## src/rtl/safe_password_engine.sv

```systemverilog
// Keypad password engine: collects BCD digits, checks them against a stored
// password on star, supports password change and lockout after repeated misses.
module safe_password_engine #(
  parameter int unsigned MAX_LEN     = 6,
  parameter int unsigned MIN_LEN     = 4,
  parameter int unsigned MAX_TRIES   = 3,
  parameter int unsigned LOCK_CYCLES = 1024
) (
  input  logic               clk,
  input  logic               reset,
  input  logic               power_on,
  input  logic               key_valid,
  input  logic [3:0]         key_data,
  input  logic               key_star,
  input  logic               change_req,
  output logic               match,
  output logic               mismatch,
  output logic               unlocked,
  output logic               changing,
  output logic               pw_set,
  output logic               pw_reject,
  output logic               locked,
  output logic [MAX_LEN-1:0] led_mask
);

  localparam int unsigned LEN_W  = $clog2(MAX_LEN + 1);
  localparam int unsigned FAIL_W = $clog2(MAX_TRIES + 1);
  localparam int unsigned LOCK_W = $clog2(LOCK_CYCLES + 1);

  typedef enum logic [1:0] {S_OFF, S_ENTRY, S_CHANGE, S_LOCKED} state_t;

  state_t                  state, state_n;
  logic [MAX_LEN-1:0][3:0] entry_buf, entry_buf_n;
  logic [MAX_LEN-1:0][3:0] pw, pw_n;
  logic [LEN_W-1:0]        len, len_n;
  logic [LEN_W-1:0]        slen, slen_n;
  logic                    ovf, ovf_n;
  logic [FAIL_W-1:0]       fail, fail_n;
  logic [LOCK_W-1:0]       lock_cnt, lock_cnt_n;
  logic                    unlocked_n, match_n, mismatch_n, pw_set_n, pw_reject_n;
  logic [MAX_LEN-1:0]      led_mask_n;
  logic                    hit;
  logic                    digit_ok;

  assign digit_ok = key_valid && (key_data <= 4'd9);

  // Entry equals stored password over the stored length, with no overflow
  always_comb begin
    hit = (len == slen) && !ovf;
    for (int i = 0; i < int'(MAX_LEN); i++) begin
      if ((LEN_W'(i) < len) && (entry_buf[i] != pw[i])) hit = 1'b0;
    end
  end

  // Next-state and next-output logic
  always_comb begin
    state_n     = state;
    entry_buf_n = entry_buf;
    len_n       = len;
    ovf_n       = ovf;
    pw_n        = pw;
    slen_n      = slen;
    fail_n      = fail;
    lock_cnt_n  = lock_cnt;
    unlocked_n  = unlocked;
    match_n     = 1'b0;
    mismatch_n  = 1'b0;
    pw_set_n    = 1'b0;
    pw_reject_n = 1'b0;

    case (state)
      S_OFF: begin
        entry_buf_n = '0;
        len_n       = '0;
        ovf_n       = 1'b0;
        unlocked_n  = 1'b0;
        if (power_on) state_n = S_ENTRY;
      end

      S_ENTRY, S_CHANGE: begin
        if (!power_on) begin
          state_n     = S_OFF;
          entry_buf_n = '0;
          len_n       = '0;
          ovf_n       = 1'b0;
          unlocked_n  = 1'b0;
        end else if (key_star) begin
          entry_buf_n = '0;
          len_n       = '0;
          ovf_n       = 1'b0;
          if (state == S_ENTRY) begin
            if (hit) begin
              match_n    = 1'b1;
              unlocked_n = 1'b1;
              fail_n     = '0;
            end else begin
              mismatch_n = 1'b1;
              unlocked_n = 1'b0;
              if (fail >= FAIL_W'(MAX_TRIES - 1)) begin
                state_n    = S_LOCKED;
                lock_cnt_n = LOCK_W'(LOCK_CYCLES);
                fail_n     = '0;
              end else begin
                fail_n = fail + 1'b1;
              end
            end
          end else if ((len >= LEN_W'(MIN_LEN)) && !ovf) begin
            pw_n     = entry_buf;
            slen_n   = len;
            pw_set_n = 1'b1;
            state_n  = S_ENTRY;
          end else begin
            pw_reject_n = 1'b1;
          end
        end else if (change_req) begin
          // Only honoured from ENTRY after a successful match
          if ((state == S_ENTRY) && unlocked) begin
            state_n     = S_CHANGE;
            entry_buf_n = '0;
            len_n       = '0;
            ovf_n       = 1'b0;
            unlocked_n  = 1'b0;
          end
        end else if (digit_ok) begin
          if (len < LEN_W'(MAX_LEN)) begin
            for (int i = 0; i < int'(MAX_LEN); i++) begin
              if (LEN_W'(i) == len) entry_buf_n[i] = key_data;
            end
            len_n = len + 1'b1;
          end else begin
            ovf_n = 1'b1;
          end
        end
      end

      S_LOCKED: begin
        // Lockout runs regardless of power_on; exits after LOCK_CYCLES cycles
        if (lock_cnt <= LOCK_W'(1)) begin
          lock_cnt_n = '0;
          state_n    = power_on ? S_ENTRY : S_OFF;
        end else begin
          lock_cnt_n = lock_cnt - 1'b1;
        end
      end

      default: state_n = S_OFF;
    endcase

    led_mask_n = '0;
    if ((state_n == S_ENTRY) || (state_n == S_CHANGE)) begin
      for (int i = 0; i < int'(MAX_LEN); i++) led_mask_n[i] = (len_n > LEN_W'(i));
    end
  end

  always_ff @(posedge clk or posedge reset) begin
    if (reset) begin
      state     <= S_OFF;
      entry_buf <= '0;
      len       <= '0;
      ovf       <= 1'b0;
      pw        <= '0;
      slen      <= LEN_W'(MAX_LEN);
      fail      <= '0;
      lock_cnt  <= '0;
      unlocked  <= 1'b0;
      match     <= 1'b0;
      mismatch  <= 1'b0;
      pw_set    <= 1'b0;
      pw_reject <= 1'b0;
      changing  <= 1'b0;
      locked    <= 1'b0;
      led_mask  <= '0;
    end else begin
      state     <= state_n;
      entry_buf <= entry_buf_n;
      len       <= len_n;
      ovf       <= ovf_n;
      pw        <= pw_n;
      slen      <= slen_n;
      fail      <= fail_n;
      lock_cnt  <= lock_cnt_n;
      unlocked  <= unlocked_n;
      match     <= match_n;
      mismatch  <= mismatch_n;
      pw_set    <= pw_set_n;
      pw_reject <= pw_reject_n;
      changing  <= (state_n == S_CHANGE);
      locked    <= (state_n == S_LOCKED);
      led_mask  <= led_mask_n;
    end
  end

endmodule

```

## config.mk

```make
export PLATFORM = sky130hd
export DESIGN_NAME = safe_password_engine
export DESIGN_NICKNAME = d
export VERILOG_FILES = /design/src/rtl/safe_password_engine.sv
export SDC_FILE = /design/constraint.sdc
export NUM_CORES = 1
export LEC_CHECK = 0
export CAP_MARGIN = 20
export CORE_AREA = 2 2 75 112
export CTS_CLUSTER_DIAMETER = 150
export DETAILED_ROUTE_END_ITERATION = 7
export DIE_AREA = 0 0 77 114
export DONT_BUFFER_PORTS = 1
export PLACE_DENSITY = 0.72
export RECOVER_POWER = 25
export SETUP_SLACK_MARGIN = 0.15
export SYNTH_ARGS = -nofsm -noshare
export SYNTH_HDL_FRONTEND = slang
export SYNTH_SLANG_ARGS = --single-unit
```

## constraint.sdc

```tcl
create_clock -name clk -period 2.5 [get_ports clk]
set_input_delay 0.375 -clock clk [delete_from_list [all_inputs] [get_ports clk]]
set_output_delay 0.375 -clock clk [all_outputs]
set_load 0.03 [all_outputs]
```

==> results.toml, run 1 <==
[sta]
drv_slew = 33
rsz0062_at_grt = "false"
finalSetupTns_ps = 0
fmax_mhz = 449
skew_ps = 12.1
worst_hold_slack_ps = 193
fin_crit_sh_pct = 89.0
final-hold-violation-count = 0
setup_viol = 0
relSlewSlack_pct = -13.8
tightest_slew_ps = 1710
min_period_ps = 2230

[placed_design]
dp.final_hpwl_mm = 6.50
gp_congestion = 0.814
dp.cells = 495
portBuffers = 0

[synth]
yosys.area.top_type = "dfrtp_1"
synth_edf_count = 0
syn_nets = 407
synth_ff_type = "dfrtp_1"
syn_inst = 384
ys_seq_elements = 83
syn_avg_cell_area_um2 = 10.9
ys_warn_count = 0
yosysSeqAreaShare_pct = 49.7
netlist_area_um2 = 4190
synth_top_area_share_pct = 48.4
synth.distinct_cells = 53
netlist_top_cells_area = "dfrtp_1, mux2_2, xnor2_1"
async_reset_ff_share_pct = 100

[die]
row_count = 40
die_h_um = 114
core-area_um2 = 7910
io_pins = 23
die-area_um2 = 8780
die_w_um = 77
initial_core_util_pct = 52.9

[critical_path]
crit_path_start_kind = "register"
cp-end-kind = "register"
slowest_stage = "dfrtp_1"
worstPathArrival_ps = 2470
crit_chain = "xnor2_1 -> a41oi_1 -> o32a_2 -> nor4_4 -> o41ai_2 -> buf_4 -> ha_4 -> nor3_1"
cp_data_required_time_ps = 2750
cp_num_buf_inv = 1
crit_family = "compound AO/OA/AOI/OAI gates"
worstSetupPathType = "reg2reg"
critPathMaxFanout = 6
critPathMaxStageDelay_ps = 400

[cells_and_area]
fin_nets = 432
area_delta_synth_final_pct = 18.0
drive_above_1_share_pct = 26.1
fin_cells = 519
diodes = 0

[route]
antenna_left = 0
firstDrtPassIters = 4
drcViolationCount = 0
first_iter_violations = 243
routed_wl_mm = 9.12
vias = 2998
wire_per_inst_um = 17.6
vias_per_cell = 5.78

[run_status]
violations = "capacitance limit, slew limit"
status = "finished, violations left"

[cts]
cts_tree = "done"
clk_latency_ps = 340
hold_buffers = 0
cts.htree.levels = 3
cts.path.max_buffers = 2
clkTransAtPathRegs_ps = 70
cts_buffers = 9
cts-root-buf = "clkbuf_16"
cts.sinks = 83

[global_routing]
track_usage_pct = 22.2
grt_pass1_vias = 3104
grt_overflow = 0
antenna_found_initial = 0
grt_pass1_wl_mm = 15.2
grt_start_max_net_pins = 52

[pwr]
p_switching_mw = 0.910
switching_share_pct = 25.5
seqPwrFrac_pct = 39.3
p_comb_share_pct = 17.4
ir_worst_vdd_mv = 0.389
power.density_nw_per_um2 = 721
p_leak_nw = 2.17
pwr-share-clk_pct = 43.3
internal_power_mw = 2.65

[worst_hold_path]
hold_path.class = "in2reg"

[run]
cap_violations = 1
==> routing by layer <==
layer	GRT usage (%)	share of wire, %
met5	0	0
met4	10.1	2.4
met3	4.67	2.8
met2	41.0	56
met1	24.1	38
==> area by class of cell <==
| class | count | area (um^2) |
|---|---|---|
| Timing Repair Buffer | 29 | 253 |
| Clock inverter | 5 | 108 |
| Inverter | 11 | 42.5 |
| Fill cell | 632 | 2970 |
| Sequential cell | 83 | 2080 |
| Multi-Input combinational cell | 275 | 2080 |
| Clock buffer | 11 | 243 |
| Tap cell | 105 | 131 |
==> repair_timing <==
item	in CTS	in global routing
endpoints found under the setup margin	6	41
hold endpoints to repair	0	0
buffers inserted	2	6
gates resized for setup	2	15
pin swaps	2	3
==> final timing paths <==
kind,from,endpoint,slack (ps),cells after the start
max in group asynchronous,reset,len[2]$_DFF_PP0_,830,2
max reg2reg,pw[17]$_DFFE_PP0P_,led_mask[5]$_DFF_PP0_,270,8
min reg2reg,fail[0]$_DFFE_PP0P_,fail[1]$_DFFE_PP0P_,510,1
min in group asynchronous,reset,mismatch$_DFF_PP0_,370,2
max,pw[17]$_DFFE_PP0P_,led_mask[5]$_DFF_PP0_,270,8
min,key_data[0],entry_buf[4]$_DFFE_PP0P_,190,1
==> cell usage in the layout, fill, tap and decap left out, types with 3 or more instances in the layout <==
cell       instances
buf_4             23
nor2b_1            6
bufinv_16          3
xnor2_1           22
and2_1             3
a32o_1             9
nand2_1           40
a41oi_1            3
clkbuf_16          9
a21oi_1           11
nand3_1            9
nor2_1            22
o31ai_1            9
or3_1              6
ha_4               3
ha_1              10
inv_1              9
mux2_2            29
dfrtp_1           79
o21ai_0           32
nor3_1            13
buf_12             3
nand4_1            3
==> worst reg2reg max path, stage by stage, from the launching register on <==
cell     delay, ps
dfrtp_1        400
xnor2_1        200
a41oi_1        170
o32a_2         390
nor4_4         270
o41ai_2        130
buf_4          160
ha_4           230
nor3_1         190
==> kinds of logic after synthesis <==
family / share of synthesized area (%)
and+or+nand+nor: 15.8
muxes: 7.80
xor gates and xnor gates: 5.23
adders and majority gates: 3.89
DFF: 49.7
buffers and inverters: 2.90
AOI/OAI and AO/OA: 14.8
==> stage by stage <==
stage | setup WS [ps] | power (mW) | instance area (um^2) | utilization (%)
after floorplan | 251 | 1.74 | 4190 | -
after global placement | 158 | 1.86 | 4430 | 56.0
after detailed placement | 85.8 | 1.87 | 4430 | 56.0
after CTS | 151 | 3.44 | 4810 | 60.8
after global routing | 157 | 3.71 | 4940 | 62.5
final | 275 | 3.56 | 4940 | 62.5
==> sequential cells by signal (all words and copies together) (netlist names), 2 cells and up <==
signal and flops:
entry_buf 24, pw 24, lock_cnt 11, led_mask 6
len 3, slen 3, fail 2, state 2
==> power groups by stage <==
stage / logic, mW / clock network [mW] / registers (mW)
2_1_floorplan: 0.315 / 0 / 1.42
3_3_place_gp: 0.427 / 0 / 1.43
3_5_place_dp: 0.435 / 0 / 1.43
4_1_cts: 0.466 / 1.57 / 1.40
5_1_grt: 0.678 / 1.63 / 1.40
6_report: 0.620 / 1.54 / 1.40
==> cells in the mapped netlist, types with 10 or more instances <==
master and instances:
o21ai_0 32, inv_1 11, xnor2_1 24, nand2_1 41, dfrtp_1 81, nor3_1 15, mux2_2 29, a21oi_1 11
ha_1 13, nor2_1 22, buf_2 10
Note: power is estimated with default switching activity, not from simulation.
==> inputs of run 2 (changes only) <==
--- a/config.mk
+++ b/config.mk
@@ -7,11 +7,12 @@
 export LEC_CHECK = 0
 export CAP_MARGIN = 20
 export CORE_AREA = 2 2 75 112
+export CTS_BUF_LIST = sky130_fd_sc_hd__clkbuf_2
 export CTS_CLUSTER_DIAMETER = 150
 export DETAILED_ROUTE_END_ITERATION = 7
 export DIE_AREA = 0 0 77 114
 export DONT_BUFFER_PORTS = 1
-export PLACE_DENSITY = 0.72
+export PLACE_DENSITY = 0.69
 export RECOVER_POWER = 25
 export SETUP_SLACK_MARGIN = 0.15
 export SYNTH_ARGS = -nofsm -noshare
==> constraint.sdc (replaced) <==
create_clock -name clk -period 2.33 [get_ports clk]
set_input_delay 0.3495 -clock clk [delete_from_list [all_inputs] [get_ports clk]]
set_output_delay 0.3495 -clock clk [all_outputs]
set_load 0.03 [all_outputs]
==> run 2 against run 1 <==
Against the previous run:
- the flow now finishes without violations
- global-route usage increased by 0.95 points
- routed wire length increased by 9.1%
- final area up 2.0%
- register-to-register slack worse by 170 ps
- clock skew grew 15 ps
- critical path depth did not move
- via count rose by 4.4%
- setup slack lost 170 ps
- critical endpoint is now lock_cnt[4]$_DFFE_PP0P_
- largest cell class is now multi-input combinational cells
- highest routed layer unchanged
==> results.toml, run 2 (synthesis gave the netlist of run 1 again) <==
[run_status]
status = "completed"

[cells_and_area]
fin_nets = 456
top_regs = "entry_buf: 24 flops, pw: 24 flops, lock_cnt: 11 flops"
drive_above_1_share_pct = 33.2
fill_cells = 682
diodes = 0
area_delta_synth_final_pct = 20.4
mostFrequentLayoutCell = "dfrtp_1"
final_util_pct = 63.7
final_cell_mix = "dfrtp_1, nand2_1, buf_4"
fin_cells = 542

[die]
core-area_um2 = 7910
row_count = 40
initial_core_util_pct = 52.9
die-area_um2 = 8780
io_pins = 23
die_h_um = 114
die_w_um = 77

[critical_path]
crit_chain = "xnor2_2 -> a41oi_2 -> or4_4 -> nor4_4 -> buf_6 -> clkbuf_16 -> o31ai_4 -> o31ai_1"
crit_start = "entry_buf[22]$_DFFE_PP0P_"
r2r-start = "entry_buf[22]$_DFFE_PP0P_"
critPathMaxFanout = 6
crit_end = "lock_cnt[4]$_DFFE_PP0P_"
crit_path_start_kind = "register"
slowest_stage = "or4_4"
cp_data_required_time_ps = 2820
worstPathArrival_ps = 2720
ff2ff_setup_slack_ps = 100
reg2reg_depth = 8
rr_endpoint = "lock_cnt[4]$_DFFE_PP0P_"
worstSetupPathType = "reg2reg"
critPathMaxStageDelay_ps = 520
cp-end-kind = "register"

[sta]
rsz0062_at_grt = "true"
fmax_mhz = 448
skew_ps = 26.7
relSlewSlack_pct = 25.3
finalSetupTns_ps = 0
drv_slew = 0
final-hold-violation-count = 0
tightest_slew_ps = 1110
setup_viol = 0
min_period_ps = 2230
fin_crit_sh_pct = 95.7

[pwr]
p_total_mw = 2.90
p_leak_nw = 2.20
power.density_nw_per_um2 = 575
ir_worst_vdd_mv = 0.382

[run]
cap_violations = 0

[placed_design]
dp.cells = 504
gp_congestion = 0.874
dp.final_hpwl_mm = 6.63
portBuffers = 0

[route]
antenna_left = 0
routed_wl_mm = 9.95
vias = 3130
firstDrtPassIters = 4
vias_per_cell = 5.77
wire_per_inst_um = 18.4
first_iter_violations = 153
drcViolationCount = 0

[cts]
cts_buffers = 9
cts.sinks = 83
clkTransAtPathRegs_ps = 210
cts-root-buf = "clkbuf_2"
cts.htree.levels = 3
cts_tree = "done"
clk_latency_ps = 560
cts.path.max_buffers = 2

[global_routing]
track_usage_pct = 23.1
grt_overflow = 0
grt_start_max_net_pins = 36
antenna_found_initial = 0
grt_pass1_vias = 3229
grt_pass1_wl_mm = 15.6

[worst_hold_path]
hold_path.class = "in2reg"
[run 2: cell types whose count changed in the layout (fill, tap and decap cells not counted), sizes merged]
cell | before | now
buf | 27 | 45
bufinv | 3 | 0
clkbuf | 13 | 11
clkinv | 1 | 5
clkinvlp | 1 | 2
dlygate4sd3 | 0 | 6
inv | 11 | 10
[run 2: repair_timing]
item                       4_1_cts  5_1_grt
hold buffers                     6        0
setup buffers                    7        8
hold endpoints to repair        31        0
pin swaps                       10       22
resized for setup               11       49
gates cloned                     0        2
setup endpoints to repair       34       65
[run 2: report_power, final]
group,switching (mW),leakage (nW),internal [mW],total [mW]
registers,0.0260,1.15,1.47,1.49
clock network,0.490,0.0526,0.125,0.615
logic,0.451,0.999,0.342,0.793
[run 2: how the worst min path moves through the flow]
stage               slack (ps)  cells past startpoint                     from                        end
global route                20                      2              key_data[1]  entry_buf[17]$_DFFE_PP0P_
CTS                        0.5                      3               change_req            ovf$_DFFE_PP0P_
floorplan                  450                      1  lock_cnt[9]$_DFFE_PP0P_    lock_cnt[9]$_DFFE_PP0P_
global placement           300                      1                    reset            ovf$_DFFE_PP0P_
finish                      20                      3               change_req            ovf$_DFFE_PP0P_
detailed placement         310                      1                    reset            ovf$_DFFE_PP0P_
[run 2: metrics by stage]
step / setup WS (ps) / hold slack, ps / cell area, um^2
CTS: 94.3 / 0.501 / 4780
floorplan: 166 / 452 / 4200
global placement: 84.1 / 304 / 4500
finish: 100 / 22.6 / 5040
detailed placement: 1.42 / 306 / 4500
global route: 27.3 / 15.2 / 5040
[run 2: layer usage]
| layer | routed length (um) | global-route usage, % | up-vias |
|---|---|---|---|
| li1 | - | - | 1484 |
| met1 | 3860 | 24.4 | 1558 |
| met2 | 5310 | 42.0 | 57 |
| met3 | 385 | 6.17 | 31 |
| met4 | 391 | 11.8 | 0 |
| met5 | 0 | 0 | - |
[run 2: layout make-up]
class | count | area [um^2] | area share (%)
Tap cell | 105 | 131 | 2.61
Inverter | 11 | 42.5 | 0.844
Clock buffer | 9 | 45.0 | 0.894
Multi-Input combinational cell | 275 | 2250 | 44.6
Sequential cell | 83 | 2080 | 41.3
Clock inverter | 6 | 33.8 | 0.670
Timing Repair Buffer | 53 | 458 | 9.09
[run 2: critical path, delay by kind of cell, from the launching register on]
kind	cells	cell delay, ps
AOI/OAI and AO/OA	3	260
xor gates and xnor gates	1	220
buffers and inverters	2	360
DFF	1	460
and+or+nand+nor	2	870
==> inputs of run 3 (changes only) <==
==> constraint.sdc (replaced) <==
create_clock -name clk -period 2.6 [get_ports clk]
set_input_delay 0.39 -clock clk [delete_from_list [all_inputs] [get_ports clk]]
set_output_delay 0.39 -clock clk [all_outputs]
set_load 0.03 [all_outputs]
==> run 3 against run 2 <==
Against the previous run:
- global-route usage is 1.0 points lower
- cell count is 5.4% lower
- sequential share of layout area up 4.2 points
- clock power is 7.0% lower
- register-to-register slack improved by 150 ps
- sequential cell count unchanged
- die area is the same
- routed wire length shrank 11%
- maximum frequency shrank 5.3%
- setup slack gained 150 ps
- via count is 4.5% lower
- critical endpoint is now led_mask[5]$_DFF_PP0_
- largest power group unchanged
==> results.toml, run 3 (synthesis gave the netlist of run 1 again) <==
[critical_path]
worstPathArrival_ps = 2820
cp_data_required_time_ps = 3060
crit_path_start_kind = "register"
worstSetupPathType = "reg2reg"
critPathMaxFanout = 8
cp-end-kind = "register"

[sta]
fin_crit_sh_pct = 90.5
fmax_mhz = 425
rsz0062_at_grt = "true"
relSlewSlack_pct = 5.14
skew_ps = 39.3
final-hold-violation-count = 0
tightest_slew_ps = 1420
final.setup.worst_slack_ps = 246
finalSetupTns_ps = 0
drv_slew = 0
setup_viol = 0
min_period_ps = 2350

[placed_design]
gp_congestion = 0.838
dp.final_hpwl_mm = 6.43
post-place-ws_ps = 88.9
portBuffers = 0

[global_routing]
grt_start_max_net_pins = 52
antenna_found_initial = 0
grt_pass1_vias = 3104
grt_pass1_wl_mm = 15.0
track_usage_pct = 22.1
grt_overflow = 0

[die]
io_pins = 23
core-area_um2 = 7910
row_count = 40
die-area_um2 = 8780
die_w_um = 77
die_h_um = 114
initial_core_util_pct = 52.9

[route]
drcViolationCount = 0
vias_per_cell = 5.83
wire_per_inst_um = 17.2
vias = 2990
routed_wl_mm = 8.83
first_iter_violations = 182
antenna_left = 0
firstDrtPassIters = 4

[cells_and_area]
area_delta_synth_final_pct = 9.47
fill_cells = 718
final_util_pct = 58.0
final_cell_mix = "dfrtp_1, nand2_1, o21ai_0"
mostFrequentLayoutCell = "dfrtp_1"
top_regs = "entry_buf: 24 flops, pw: 24 flops, lock_cnt: 11 flops"
drive_above_1_share_pct = 22.1
diodes = 0
fin_nets = 426

[run_status]
status = "completed"

[worst_hold_path]
hold_path.class = "in2reg"

[pwr]
switching_share_pct = 32.6
p_switching_mw = 0.778
p_comb_share_pct = 19.3
power.density_nw_per_um2 = 521
ir_worst_vdd_mv = 0.286
pwr-share-clk_pct = 24.0
p_leak_nw = 2.01
seqPwrFrac_pct = 56.7
internal_power_mw = 1.61

[cts]
clk_latency_ps = 550
cts.sinks = 83
cts_tree = "done"
clkTransAtPathRegs_ps = 220
cts_buffers = 9
cts.path.max_buffers = 2
cts-root-buf = "clkbuf_2"
cts.htree.levels = 3

[run]
cap_violations = 0
-- run 3: cell count changes in the layout (fill, tap and decap cells not counted), moves of 3 or more --
cell	change
buf_4	-27
o21ai_0	+12
o21ai_1	-10
o31ai_1	+8
o31ai_4	-7
ha_1	+3
nor3_1	+3
nor3_2	-3
xnor2_1	+3
xnor2_2	-3
-- run 3: timing repair --
action / 4_1_cts / 5_1_grt
hold buffers: 6 / 1
buffers inserted: 0 / 3
endpoints found under the hold margin: 41 / 1
pin swaps: 1 / 2
setup endpoints to repair: 2 / 34
resized for setup: 4 / 7
-- run 3: path summary, 6_finish.rpt --
| check | slack (ps) | end | from | cells past startpoint |
|---|---|---|---|---|
| min in group asynchronous | 560 | lock_cnt[5]$_DFFE_PP0P_ | reset | 2 |
| setup reg to reg | 250 | led_mask[5]$_DFF_PP0_ | len[2]$_DFF_PP0_ | 7 |
| hold / removal | 90 | len[0]$_DFF_PP0_ | key_valid | 2 |
| max in group asynchronous | 660 | pw[19]$_DFFE_PP0P_ | reset | 3 |
| setup / recovery | 250 | led_mask[5]$_DFF_PP0_ | len[2]$_DFF_PP0_ | 7 |
| hold reg to reg | 520 | lock_cnt[9]$_DFFE_PP0P_ | lock_cnt[9]$_DFFE_PP0P_ | 1 |
-- run 3: routing by layer --
metal / wire length, um / track usage, % / up-vias / part of all wire [%]
li1: - / - / 1425 / -
met1: 3470 / 24.1 / 1498 / 39
met2: 4770 / 39.9 / 42 / 54
met3: 232 / 4.91 / 25 / 2.6
met4: 354 / 11.4 / 0 / 4.0
met5: 0 / 0 / - / 0
-- run 3: through the flow --
step	power, mW	hold WS (ps)	instances	area [um^2]
2_1_floorplan	1.67	452	384	4190
3_5_place_dp	1.79	416	487	4370
6_report	2.39	91.7	513	4580
3_3_place_gp	1.78	412	487	4370
5_1_grt	2.53	36.6	513	4580
4_1_cts	2.38	17.1	509	4540
-- run 3: critical path, cell delays in order, from the launching register on --
cell,delay [ps]
dfrtp_1,520
nand2_1,180
a41oi_1,80
or3_1,420
nor4_4,340
o41ai_2,150
ha_1,370
nor3_1,220
-- run 3: power by group through the flow --
stage | clock, mW | combinational [mW] | sequential [mW]
floorplan | 0 | 0.303 | 1.37
global placement | 0 | 0.401 | 1.37
CTS | 0.591 | 0.429 | 1.36
detailed placement | 0 | 0.411 | 1.38
global route | 0.658 | 0.516 | 1.36
finish | 0.572 | 0.460 | 1.35
-- run 3: final cells by class --
class / count / area [um^2] / area share, %
inverter: 11 / 42.5 / 0.928
sequential: 83 / 2080 / 45.4
timing repair buffer: 23 / 206 / 4.50
tap: 105 / 131 / 2.87
multi-input combinational: 275 / 2030 / 44.4
clock buffer: 9 / 45.0 / 0.983
clock inverter: 7 / 42.5 / 0.928
